File: src/rtl/exc_pkg.sv
// Shared definitions for the exception controller and CP0 block:
// ExcCodes, request-vector bit positions, FSM encoding, SR bit index.
package exc_pkg;

    // MIPS ExcCode values written into Cause.ExcCode
    localparam logic [4:0] EXC_INT  = 5'd0;
    localparam logic [4:0] EXC_ADEL = 5'd4;
    localparam logic [4:0] EXC_ADES = 5'd5;
    localparam logic [4:0] EXC_SYS  = 5'd8;
    localparam logic [4:0] EXC_BP   = 5'd9;
    localparam logic [4:0] EXC_RI   = 5'd10;
    localparam logic [4:0] EXC_OV   = 5'd12;

    // Request vector layout, bit 7 is the highest priority source
    localparam int REQ_W       = 8;
    localparam int REQ_INT     = 7;
    localparam int REQ_ADEL_IF = 6;
    localparam int REQ_RI      = 5;
    localparam int REQ_OV      = 4;
    localparam int REQ_SYS     = 3;
    localparam int REQ_BP      = 2;
    localparam int REQ_ADEL_LD = 1;
    localparam int REQ_ADES_ST = 0;

    // Controller FSM encoding
    localparam logic [1:0] ST_IDLE     = 2'd0;
    localparam logic [1:0] ST_FLUSH    = 2'd1;
    localparam logic [1:0] ST_REDIRECT = 2'd2;

    // Status register EXL bit position, shared with the CP0 register file
    localparam int SR_EXL_BIT = 1;

endpackage

File: src/rtl/exc_prio_enc.sv
// Fixed-priority encoder: picks the highest priority exception source
// and returns its ExcCode. Interrupts are masked while EXL is set.
module exc_prio_enc
    import exc_pkg::*;
(
    input  logic [REQ_W-1:0] req,
    input  logic             status_exl,
    output logic             valid,
    output logic [4:0]       code
);

    // Priority chain, highest first; synchronous sources ignore EXL
    always_comb begin
        valid = 1'b1;
        code  = EXC_INT;
        if (req[REQ_INT] && !status_exl) code = EXC_INT;
        else if (req[REQ_ADEL_IF])       code = EXC_ADEL;
        else if (req[REQ_RI])            code = EXC_RI;
        else if (req[REQ_OV])            code = EXC_OV;
        else if (req[REQ_SYS])           code = EXC_SYS;
        else if (req[REQ_BP])            code = EXC_BP;
        else if (req[REQ_ADEL_LD])       code = EXC_ADEL;
        else if (req[REQ_ADES_ST])       code = EXC_ADES;
        else                             valid = 1'b0;
    end

endmodule

File: src/rtl/exception_ctrl.sv
// Commit-stage exception/ERET controller: arbitrates sources, pulses the
// CP0 update, holds flush for FLUSH_CYCLES, then redirects fetch to the
// handler vector or to EPC.
module exception_ctrl
    import exc_pkg::*;
#(
    parameter logic [31:0] HANDLER_PC   = 32'hBFC0_0380,
    parameter int          FLUSH_CYCLES = 2
)(
    input  logic        clk,
    input  logic        rstn,
    input  logic        commit_valid,
    input  logic [31:0] commit_pc,
    input  logic        exc_int,
    input  logic        exc_adel_if,
    input  logic        exc_ri,
    input  logic        exc_ov,
    input  logic        exc_sys,
    input  logic        exc_bp,
    input  logic        exc_adel_ld,
    input  logic        exc_ades_st,
    input  logic        eret,
    input  logic        status_exl,
    input  logic [31:0] epc,
    output logic        exception,
    output logic [4:0]  exc_code,
    output logic [31:0] exception_pc,
    output logic        exl_clear,
    output logic        flush,
    output logic        redirect_valid,
    output logic [31:0] redirect_pc
);

    logic [1:0]       state;
    logic [2:0]       cnt;
    logic             is_eret;
    logic [31:0]      epc_lat;
    logic [REQ_W-1:0] req;
    logic             exc_valid;
    logic [4:0]       win_code;
    logic             take_exc;
    logic             take_eret;

    assign req = {exc_int, exc_adel_if, exc_ri, exc_ov,
                  exc_sys, exc_bp, exc_adel_ld, exc_ades_st};

    exc_prio_enc u_prio (
        .req        (req),
        .status_exl (status_exl),
        .valid      (exc_valid),
        .code       (win_code)
    );

    // Events are only accepted from a committing instruction while idle;
    // an exception always beats a simultaneous ERET
    assign take_exc  = (state == ST_IDLE) && commit_valid && exc_valid;
    assign take_eret = (state == ST_IDLE) && commit_valid && eret && !exc_valid;

    // FSM, flush counter and registered outputs; pulses default low
    always_ff @(posedge clk or negedge rstn) begin
        if (!rstn) begin
            state          <= ST_IDLE;
            cnt            <= 3'd0;
            is_eret        <= 1'b0;
            epc_lat        <= 32'd0;
            exception      <= 1'b0;
            exc_code       <= 5'd0;
            exception_pc   <= 32'd0;
            exl_clear      <= 1'b0;
            flush          <= 1'b0;
            redirect_valid <= 1'b0;
            redirect_pc    <= 32'd0;
        end else begin
            exception      <= 1'b0;
            exl_clear      <= 1'b0;
            redirect_valid <= 1'b0;
            case (state)
                ST_IDLE: begin
                    if (take_exc) begin
                        exception    <= 1'b1;
                        exc_code     <= win_code;
                        exception_pc <= commit_pc;
                        flush        <= 1'b1;
                        is_eret      <= 1'b0;
                        cnt          <= 3'(FLUSH_CYCLES);
                        state        <= ST_FLUSH;
                    end else if (take_eret) begin
                        exl_clear    <= 1'b1;
                        flush        <= 1'b1;
                        is_eret      <= 1'b1;
                        cnt          <= 3'(FLUSH_CYCLES);
                        state        <= ST_FLUSH;
                    end
                end
                ST_FLUSH: begin
                    // EPC is taken in the first flush cycle (the exl_clear cycle)
                    if (exl_clear) epc_lat <= epc;
                    if (cnt <= 3'd1) begin
                        cnt            <= 3'd0;
                        flush          <= 1'b0;
                        redirect_valid <= 1'b1;
                        if (is_eret) redirect_pc <= exl_clear ? epc : epc_lat;
                        else         redirect_pc <= HANDLER_PC;
                        state          <= ST_REDIRECT;
                    end else begin
                        cnt <= cnt - 3'd1;
                    end
                end
                ST_REDIRECT: begin
                    state <= ST_IDLE;
                end
                default: begin
                    state <= ST_IDLE;
                    flush <= 1'b0;
                end
            endcase
        end
    end

endmodule

File: config.mk
export PLATFORM = sky130hd
export DESIGN_NAME = exception_ctrl
export DESIGN_NICKNAME = d
export VERILOG_FILES = /design/src/rtl/exc_pkg.sv /design/src/rtl/exc_prio_enc.sv /design/src/rtl/exception_ctrl.sv
export SDC_FILE = /design/constraint.sdc
export NUM_CORES = 1
export LEC_CHECK = 0
export CAP_MARGIN = 10
export CORE_MARGIN = 2
export CORE_UTILIZATION = 46
export DETAILED_ROUTE_END_ITERATION = 6
export GPL_TIMING_DRIVEN = 0
export PLACE_DENSITY = 0.91
export SYNTH_ARGS = -nofsm -noshare
export SYNTH_HDL_FRONTEND = slang
export SYNTH_SLANG_ARGS = --single-unit
File: constraint.sdc
create_clock -name clk -period 1.9 [get_ports clk]
set_input_delay 0.38 -clock clk [delete_from_list [all_inputs] [get_ports clk]]
set_output_delay 0.38 -clock clk [all_outputs]
set_load 0.02 [all_outputs]
==> results of run 1 <==
## metrics by stage
| step | setup slack (ns) | std cells | utilization (%) |
|---|---|---|---|
| after CTS | -0.04514 | 663 | 67.20 |
| after global placement | -3.585 | 644 | 64.25 |
| after floorplan | -0.04826 | 363 | - |
| after global routing | -0.02936 | 665 | 67.71 |
| after detailed placement | -0.6600 | 645 | 64.50 |
| final | -0.002082 | 665 | 67.71 |
## cell type report
class	instances	area, um^2
Inverter	24	90.09
Clock buffer	10	137.6
Fill cell	728	3171
Timing Repair Buffer	154	1559
Tap cell	133	166.4
Buffer	23	138.9
Clock inverter	5	58.81
Multi-Input combinational cell	206	1745
Sequential cell	110	2753
## repair_timing
action	4_1_cts	5_1_grt
pin swaps	2	2
setup buffers	3	2
setup endpoints to repair	72	102
gates resized for setup	22	15
## flip-flops by register name (all words and copies together), names as in the netlist, 2 cells and up
| signal | cells |
|---|---|
| cnt | 3 |
| epc_lat | 32 |
| state | 2 |
| exception_pc | 32 |
| redirect_pc | 32 |
| exc_code | 4 |
## per-layer routing
layer	vias to the layer above	track usage [%]	wire [um]	part of all wire, %
li1	1594	-	-	-
met1	1735	25.69	4674	40
met2	70	39.59	6352	55
met3	20	3.681	375	3.2
met4	0	9.810	229	2.0
met5	-	0	0	0
## power by group through the flow
stage	sequential, mW	combinational [mW]	clock, mW
6_report	3.69	4.76	1.43
2_1_floorplan	4.59	1.45	0
5_1_grt	3.79	5.07	1.54
3_5_place_dp	3.71	4.61	0
4_1_cts	3.67	4.75	1.45
3_3_place_gp	3.67	4.46	0
## how the worst max path moves through the flow
stage	endpoint	slack (ns)	depth (start not counted)
after floorplan	exception_pc[21]$_DFFE_PN0P_	-0.05	5
after global placement	redirect_pc[19]$_DFFE_PN0P_	-3.58	1
after detailed placement	exception_pc[22]$_DFFE_PN0P_	-0.66	6
after CTS	flush$_DFFE_PN0P_	-0.05	5
after global routing	exception_pc[30]$_DFFE_PN0P_	-0.03	6
final	exception_pc[24]$_DFFE_PN0P_	-0.002	6
## synth_stat cells, types with 4 or more instances
master / count / area (um^2)
nand2_1: 7 / 26.28
inv_1: 24 / 90.09
nor2_1: 18 / 67.56
mux2_2: 81 / 912.1
nor3_1: 4 / 20.02
nand3_1: 21 / 105.1
dfrtp_1: 110 / 2753
o21ai_0: 22 / 110.1
a31oi_1: 12 / 75.07
mux2i_1: 12 / 120.1
clkbuf_1: 14 / 52.55
## kinds of logic (layout without fill, tap and decap cells)
logic type / count (synthesis) / count (layout) / synth area share [%]
fa+ha+maj: 2 / 2 / 0.5368
simple gates: 60 / 60 / 6.282
buf+inv: 47 / 216 / 4.376
xor+xnor: 1 / 1 / 0.1880
compound gates: 46 / 46 / 6.604
mux: 96 / 96 / 22.87
flops: 110 / 110 / 59.06
other cells: 1 / 1 / 0.08046
## worst reg2reg max path, cell delays in order (launching register included)
cell,delay [ns]
dfrtp_1,0.40
inv_1,0.11
ha_1,0.14
o21ba_2,0.18
nor3_2,0.16
clkbuf_4,0.24
buf_2,0.25
nor2_1,0.08
a31oi_1,0.16
==> flow_metrics.tcl, run 1 <==
set metrics [dict create \
    outcome "finished, violations left" \
    violations "negative setup slack" \
    crit_fanout 8 \
    avgRoutedWirePerCell_um 17.49 \
    vias 3419 \
    hold_viol_final 0 \
    final_nets 607 \
    syn_nets 442 \
    yosysSeqAreaShare_pct 59.06 \
    grt_start_max_net_pins 63 \
    ios 150 \
    finalWorstSetupSlack_ns -0.002082 \
    grtUsageTotal_pct 21.98 \
    hold_path.class "in -> async" \
    clockBufferDepth 2 \
    critPathLaunch "exc_ov" \
    syn2layout_area_growth_pct 42.66 \
    setup_viol_count_final 4 \
    num_antenna_cells 0 \
    cpPeakStageDelay_ns 0.44 \
    finalClockSkew_ns 0.01195 \
    post_drt_via_cell_ratio 5.141 \
    powerDensity_nw_per_um2 1486 \
    avgSynthCellArea_um2 12.84 \
    worstRegToRegCells 8 \
    period_needed_ns 1.902 \
    wirelength_mm 11.63 \
    power.share.clock_pct 14.4 \
    htree_levels 3 \
    critPathTopFamily "buffers and inverters" \
    cp_cell_sequence "clkdlybuf4s50_1 > or2_4 > o41ai_4 > buf_6 > buf_12 > mux2_2" \
    switchingPower_mw 3.658 \
    power.leakage_nw 2.755 \
    max_freq_mhz 525.7 \
    die_w_um 104.7 \
    finalMaxSlewViolations 0 \
    irDropWorstVdd_v 0.0008351 \
    sequentialPowerShare_pct 37.3 \
    hold_buffers 0 \
    final_common_cell "clkdlybuf4s50_1" \
    synthCells 363 \
    relSlewSlack_pct 57.60 \
    drtIter0Drc 121 \
    post_dp_cell_area_um2 6334 \
    drcViolationCount 0 \
    clk_pin_slew_ns 0.10 \
    netlist_area_um2 4661 \
    setup_tns_ns -0.005022 \
    fin_area_um2 6649 \
    synth_top_flop_cell "dfrtp_1" \
    worstSetupPathType "in -> reg" \
    io_buffer_count 148 \
    switching_share_pct 37.03 \
    fp.dieH_um 104.7 \
    synth-edff-count 0 \
    cts_tree "built" \
    dpl.hpwl_mm 8.471 \
    antenna_found_initial 0 \
    grt_pass1_vias 3701 \
    synth_seq_cells 110 \
    numCtsBuffers 9 \
    holdWs_ns 0.03029 \
    cts.sinks 110 \
    min_period_over_period_pct 100.1 \
    cp_num_buf_inv 3 \
    dr.pass1.iters 4 \
    clk_latency_ns 0.36 \
    cp-start-kind "input pin" \
    antenna_left 0 \
    place_congestion 0.7930 \
    grt_overflow 0 \
    r2r_slack_ns 0.11 \
    yosys_warnings 0 \
    synth-async-reset-ratio_pct 100.0 \
    initial_core_util_pct 47.46 \
    mostFrequentLayoutCells "142 x clkdlybuf4s50_1, 110 x dfrtp_1, 79 x mux2_2" \
    cap_violations 0 \
    layout-drive-gt1-share_pct 25.19 \
    r2r_end "redirect_pc[28]$_DFFE_PN0P_" \
    worst_pin_slew_ns 0.6360 \
    root_buffer "clkbuf_8" \
    required_ns 2.15 \
    combPwrFrac_pct 48.2 \
    reg2reg_from "cnt[1]$_DFFE_PN0P_" \
    finalPower_mw 9.877 \
    die-area_um2 10950 \
    cpMaxStageDelayCell "clkdlybuf4s50_1" \
    crit_path_end_kind "flop" \
    synth.distinct_cells 36 \
    arrival_ns 2.15 \
    grt_first_pass_wirelength_mm 18.89 \
    p_int_mw 6.220 \
    num_rows 36 \
    core_area_um2 9819 \
]
Power figures use the tool's default switching activity.
==> inputs of run 2 (changes only) <==
--- a/config.mk
+++ b/config.mk
@@ -6,7 +6,7 @@
 export NUM_CORES = 1
 export LEC_CHECK = 0
 export CAP_MARGIN = 10
-export CORE_MARGIN = 2
+export CORE_MARGIN = 1
 export CORE_UTILIZATION = 46
 export DETAILED_ROUTE_END_ITERATION = 6
 export GPL_TIMING_DRIVEN = 0
==> run 2 against run 1 <==
  * The flow now finishes without violations
  * Maximum frequency rose by 1.6%
  * Critical path depth grew 2
  * Critical endpoint is now exc_code[3]$_DFFE_PN0P_
  * Combinational power about the same
  * Largest cell class unchanged
  * Flip-flop and latch count unchanged
  * Core utilization increased by 0.31 points
  * Global-route usage rose by 0.29 points
  * Clock skew about the same
  * Die area down 3.8%
  * Via count is 1.2% higher
  * Clock power is 8% lower
==> flow_metrics.tcl, run 2 (synthesis results as in run 1) <==
set metrics [dict create \
    irDropWorstVdd_v 0.0007483 \
    finalWorstSetupSlack_ns 0.02857 \
    critPathTopFamily "buffers and inverters" \
    min_period_over_period_pct 98.50 \
    max_freq_mhz 534.4 \
    combPwrFrac_pct 49.0 \
    htree_levels 3 \
    setup_tns_ns 0 \
    syn2layout_area_growth_pct 42.66 \
    antenna_left 0 \
    fin_area_um2 6649 \
    vias 3459 \
    final_cells 668 \
    crit_path_frequent_cell "buf_4" \
    setup_viol_count_final 0 \
    initial_core_util_pct 47.68 \
    cts_tree "built" \
    place_congestion 0.7535 \
    place_ws_ns -0.6915 \
    clk_latency_ns 0.36 \
    dr.pass1.iters 6 \
    holdWs_ns 0.05283 \
    crit_fanout 6 \
    finalClockSkew_ns 0.01211 \
    hold_buffers 0 \
    worstSetupPathType "in -> reg" \
    cp_num_buf_inv 5 \
    switchingPower_mw 3.606 \
    clk_pin_slew_ns 0.10 \
    io_buffer_count 148 \
    hold_path.class "in -> async" \
    die_w_um 102.7 \
    required_ns 2.14 \
    cap_violations 0 \
    outcome "complete, no violations" \
    drtIter0Drc 101 \
    top_regs "epc_lat (32), exception_pc (32), redirect_pc (32)" \
    cpMaxStageDelayCell "clkdlybuf4s50_1" \
    sequentialPowerShare_pct 37.7 \
    ios 150 \
    post_dp_cell_area_um2 6334 \
    grt_overflow 0 \
    numCtsBuffers 9 \
    grt_first_pass_wirelength_mm 17.70 \
    final_nets 611 \
    clockBufferDepth 2 \
    crit_path_end_kind "flop" \
    post_drt_via_cell_ratio 5.178 \
    cp-start-kind "input pin" \
    worst_pin_slew_ns 0.6660 \
    period_needed_ns 1.871 \
    power.share.clock_pct 13.4 \
    finalPower_mw 9.770 \
    power.leakage_nw 2.759 \
    cp_cell_sequence "clkdlybuf4s50_1 > nor2b_1 > o41ai_4 > buf_4 > buf_6 > buf_8 > buf_4 > a32o_1" \
    die-area_um2 10540 \
    switching_share_pct 36.90 \
    finalMaxSlewViolations 0 \
    fill_cells 756 \
    antenna_found_initial 0 \
    layout-drive-gt1-share_pct 25.79 \
    arrival_ns 2.11 \
    cpPeakStageDelay_ns 0.45 \
    core_area_um2 9774 \
    powerDensity_nw_per_um2 1469 \
    grt_pass1_vias 3660 \
    num_rows 36 \
    p_int_mw 6.165 \
    fin_util_pct 68.02 \
    final_common_cell "clkdlybuf4s50_1" \
    wirelength_mm 11.39 \
    hold_viol_final 0 \
    dp_cells 645 \
    num_antenna_cells 0 \
    dpl.hpwl_mm 8.392 \
    relSlewSlack_pct 55.60 \
    root_buffer "clkbuf_8" \
    cts.sinks 110 \
    grt_start_max_net_pins 61 \
    grtUsageTotal_pct 22.27 \
    mostFrequentLayoutCells "142 x clkdlybuf4s50_1, 110 x dfrtp_1, 81 x mux2_2" \
    avgRoutedWirePerCell_um 17.05 \
    drcViolationCount 0 \
    fp.dieH_um 102.7 \
]
-- run 2: path summary, 6_finish.rpt --
kind                                    startpoint                     endpoint  slack (ns)  cells past startpoint
hold reg to reg            exc_code[1]$_DFFE_PN0P_      exc_code[1]$_DFFE_PN0P_        0.47                      2
min in group clk                           exc_sys      exc_code[0]$_DFFE_PN0P_        0.35                      2
hold / removal                                rstn      epc_lat[19]$_DFFE_PN0P_        0.05                      1
max in group asynchronous                     rstn  exception_pc[1]$_DFFE_PN0P_        1.12                      2
setup reg to reg              state[1]$_DFFE_PN0P_      exc_code[3]$_DFFE_PN0P_        0.07                      7
setup / recovery                           exc_int      exc_code[3]$_DFFE_PN0P_        0.03                      8
-- run 2: layout make-up --
| cell class | count | area (um^2) | area share (%) |
|---|---|---|---|
| clock inverters | 1 | 5.005 | 0.07527 |
| multi-input cells | 206 | 1739 | 26.16 |
| clock buffers | 13 | 168.9 | 2.540 |
| flip-flops and latches | 110 | 2753 | 41.40 |
| repair buffers | 158 | 1577 | 23.71 |
| well taps | 133 | 166.4 | 2.503 |
| plain buffers | 23 | 150.1 | 2.258 |
| inverters | 24 | 90.09 | 1.355 |
-- run 2: power groups by stage --
stage	Clock [mW]	Sequential (mW)	Combinational, mW
floorplan	0	4.59	1.45
global placement	0	3.67	4.45
detailed placement	0	3.72	4.60
CTS	1.34	3.68	4.77
global route	1.40	3.78	5.12
finish	1.31	3.68	4.78
-- run 2: timing repair --
item / in CTS / in global routing
pin swaps: 2 / 4
buffers inserted: 7 / 2
gates resized for setup: 27 / 16
endpoints found under the setup margin: 81 / 72
-- run 2: layer usage --
metal	part of all wire, %	track usage (%)	vias up
li1	-	-	1606
met1	40	25.50	1743
met4	3.0	11.32	0
met3	3.1	3.729	28
met2	54	40.05	82
met5	0	0	-
==> inputs of run 3 (changes only) <==
--- a/config.mk
+++ b/config.mk
@@ -9,7 +9,6 @@
 export CORE_MARGIN = 1
 export CORE_UTILIZATION = 46
 export DETAILED_ROUTE_END_ITERATION = 6
-export GPL_TIMING_DRIVEN = 0
 export PLACE_DENSITY = 0.91
 export SYNTH_ARGS = -nofsm -noshare
 export SYNTH_HDL_FRONTEND = slang
==> run 3 against run 2 <==
  * Global-route usage rose by 1.2 points
  * Worst setup slack gained 0.086 ns
  * Combinational power up 1%
  * Sequential share of layout area is 0.45 points lower
  * Maximum frequency up 4.8%
  * Register-to-register slack better by 0.13 ns
  * Critical path type unchanged
==> flow_metrics.tcl, run 3 (synthesis results as in run 1) <==
set metrics [dict create \
    hold_path.class "in -> reg" \
    crit_fanout 8 \
    io_buffer_count 148 \
    die_w_um 102.7 \
    num_rows 36 \
    drtIter0Drc 89 \
    grtUsageTotal_pct 23.49 \
    grt_start_max_net_pins 46 \
    dp_cells 643 \
    avgRoutedWirePerCell_um 17.77 \
    grt_overflow 0 \
    min-delay-start "exc_ri" \
    max_freq_mhz 560.0 \
    cap_violations 0 \
    power.leakage_nw 2.823 \
    final_common_cell "clkdlybuf4s50_1" \
    grt_pass1_vias 3743 \
    worstSetupPathType "in -> reg" \
    required_ns 2.15 \
    powerDensity_nw_per_um2 1467 \
    drcViolationCount 0 \
    numCtsBuffers 9 \
    cts_tree "built" \
    finalMaxSlewViolations 0 \
    place_ws_ns -0.5463 \
    clk_pin_slew_ns 0.10 \
    num_antenna_cells 0 \
    antenna_left 0 \
    final_cells 666 \
    place_congestion 0.8081 \
    final_nets 607 \
    worstRegToRegCells 7 \
    wirelength_mm 11.83 \
    finalClockSkew_ns 0.01205 \
    relSlewSlack_pct 61.96 \
    htree_levels 3 \
    dpl.hpwl_mm 8.374 \
    rsz0062_at_grt "no" \
    dr.pass1.iters 4 \
    layout-drive-gt1-share_pct 26.08 \
    period_needed_ns 1.786 \
    r2r_slack_ns 0.20 \
    outcome "complete, no violations" \
    antenna_found_initial 0 \
    min_period_over_period_pct 93.99 \
    top_regs "epc_lat (32), exception_pc (32), redirect_pc (32)" \
    fill_cells 730 \
    hold_viol_final 0 \
    clk_latency_ns 0.36 \
    reg2reg_from "cnt[1]$_DFFE_PN0P_" \
    setup_viol_count_final 0 \
    cp-start-kind "input pin" \
    post_drt_via_cell_ratio 5.225 \
    worst_pin_slew_ns 0.5707 \
    ios 150 \
    ff_latch_area_um2 2754 \
    irDropWorstVdd_v 0.0008931 \
    finalWorstSetupSlack_ns 0.1142 \
    syn2layout_area_growth_pct 44.30 \
    fp.dieH_um 102.7 \
    core_area_um2 9774 \
    mostFrequentLayoutCells "141 x clkdlybuf4s50_1, 109 x dfrtp_1, 71 x mux2_2" \
    root_buffer "clkbuf_8" \
    grt_first_pass_wirelength_mm 18.59 \
    crit_path_end_kind "flop" \
    multiInputGateArea_um2 1753 \
    die-area_um2 10540 \
    cts.sinks 110 \
    holdWs_ns 0.4321 \
    arrival_ns 2.04 \
    clockBufferDepth 2 \
    critPathLaunch "exc_sys" \
    initial_core_util_pct 47.68 \
    vias 3480 \
    critPathCapture "exception_pc[1]$_DFFE_PN0P_" \
    r2r_end "redirect_pc[26]$_DFFE_PN0P_" \
]
-- run 3: metal layers --
layer	vias to the layer above	wire length, um	track usage, %
met5	-	0	0
met4	0	550	13.19
met3	45	298	3.119
met2	80	6254	41.13
met1	1761	4730	27.90
li1	1594	-	-
-- run 3: what timing repair did --
item | CTS | global route
pin swaps | 2 | 1
setup endpoints to repair | 32 | 33
setup buffers | 6 | 0
gates resized for setup | 22 | 5
gates cloned | 3 | 0
hold endpoints to repair | 30 | 0
hold buffers | 1 | 0
-- run 3: critical path, cell delays in order --
cell	delay [ns]
clkdlybuf4s15_2	0.19
or4_4	0.53
o41ai_4	0.25
buf_4	0.20
buf_6	0.15
mux2_2	0.34
-- run 3: layout make-up --
cell class,count,area share [%]
Clock buffer,11,2.102
Clock inverter,5,0.5209
Inverter,24,1.340
Multi-Input combinational cell,206,26.07
Sequential cell,110,40.95
Tap cell,133,2.474
Timing Repair Buffer,177,26.55
-- run 3: worst min-delay path by stage --
stage,end,slack (ns),depth (start not counted)
floorplan,cnt[0]$_DFFE_PN0P_,0.08,0
global placement,epc_lat[17]$_DFFE_PN0P_,0.35,1
detailed placement,redirect_pc[18]$_DFFE_PN0P_,0.36,1
finish,exc_code[1]$_DFFE_PN0P_,0.43,4
global route,exc_code[0]$_DFFE_PN0P_,0.45,3
CTS,exc_code[0]$_DFFE_PN0P_,0.39,3
-- run 3: power by group --
group	internal [mW]	switching, mW	leakage [nW]
logic	2.47	2.37	1.43
registers	3.19	0.535	1.31
clock network	0.515	0.782	0.0893
total	6.18	3.68	2.82
-- run 3: through the flow --
| stage | utilization (%) | instance area, um^2 | setup TNS (ns) | power, mW |
|---|---|---|---|---|
| 2_1_floorplan | - | 4661 | -0.1448 | 6.041 |
| 3_3_place_gp | 65.62 | 6414 | -17.78 | 8.135 |
| 3_5_place_dp | 65.62 | 6414 | -19.31 | 8.357 |
| 4_1_cts | 69.34 | 6778 | -0.05400 | 10.04 |
| 5_1_grt | 68.80 | 6725 | 0 | 10.41 |
| 6_report | 68.80 | 6725 | 0 | 9.864 |
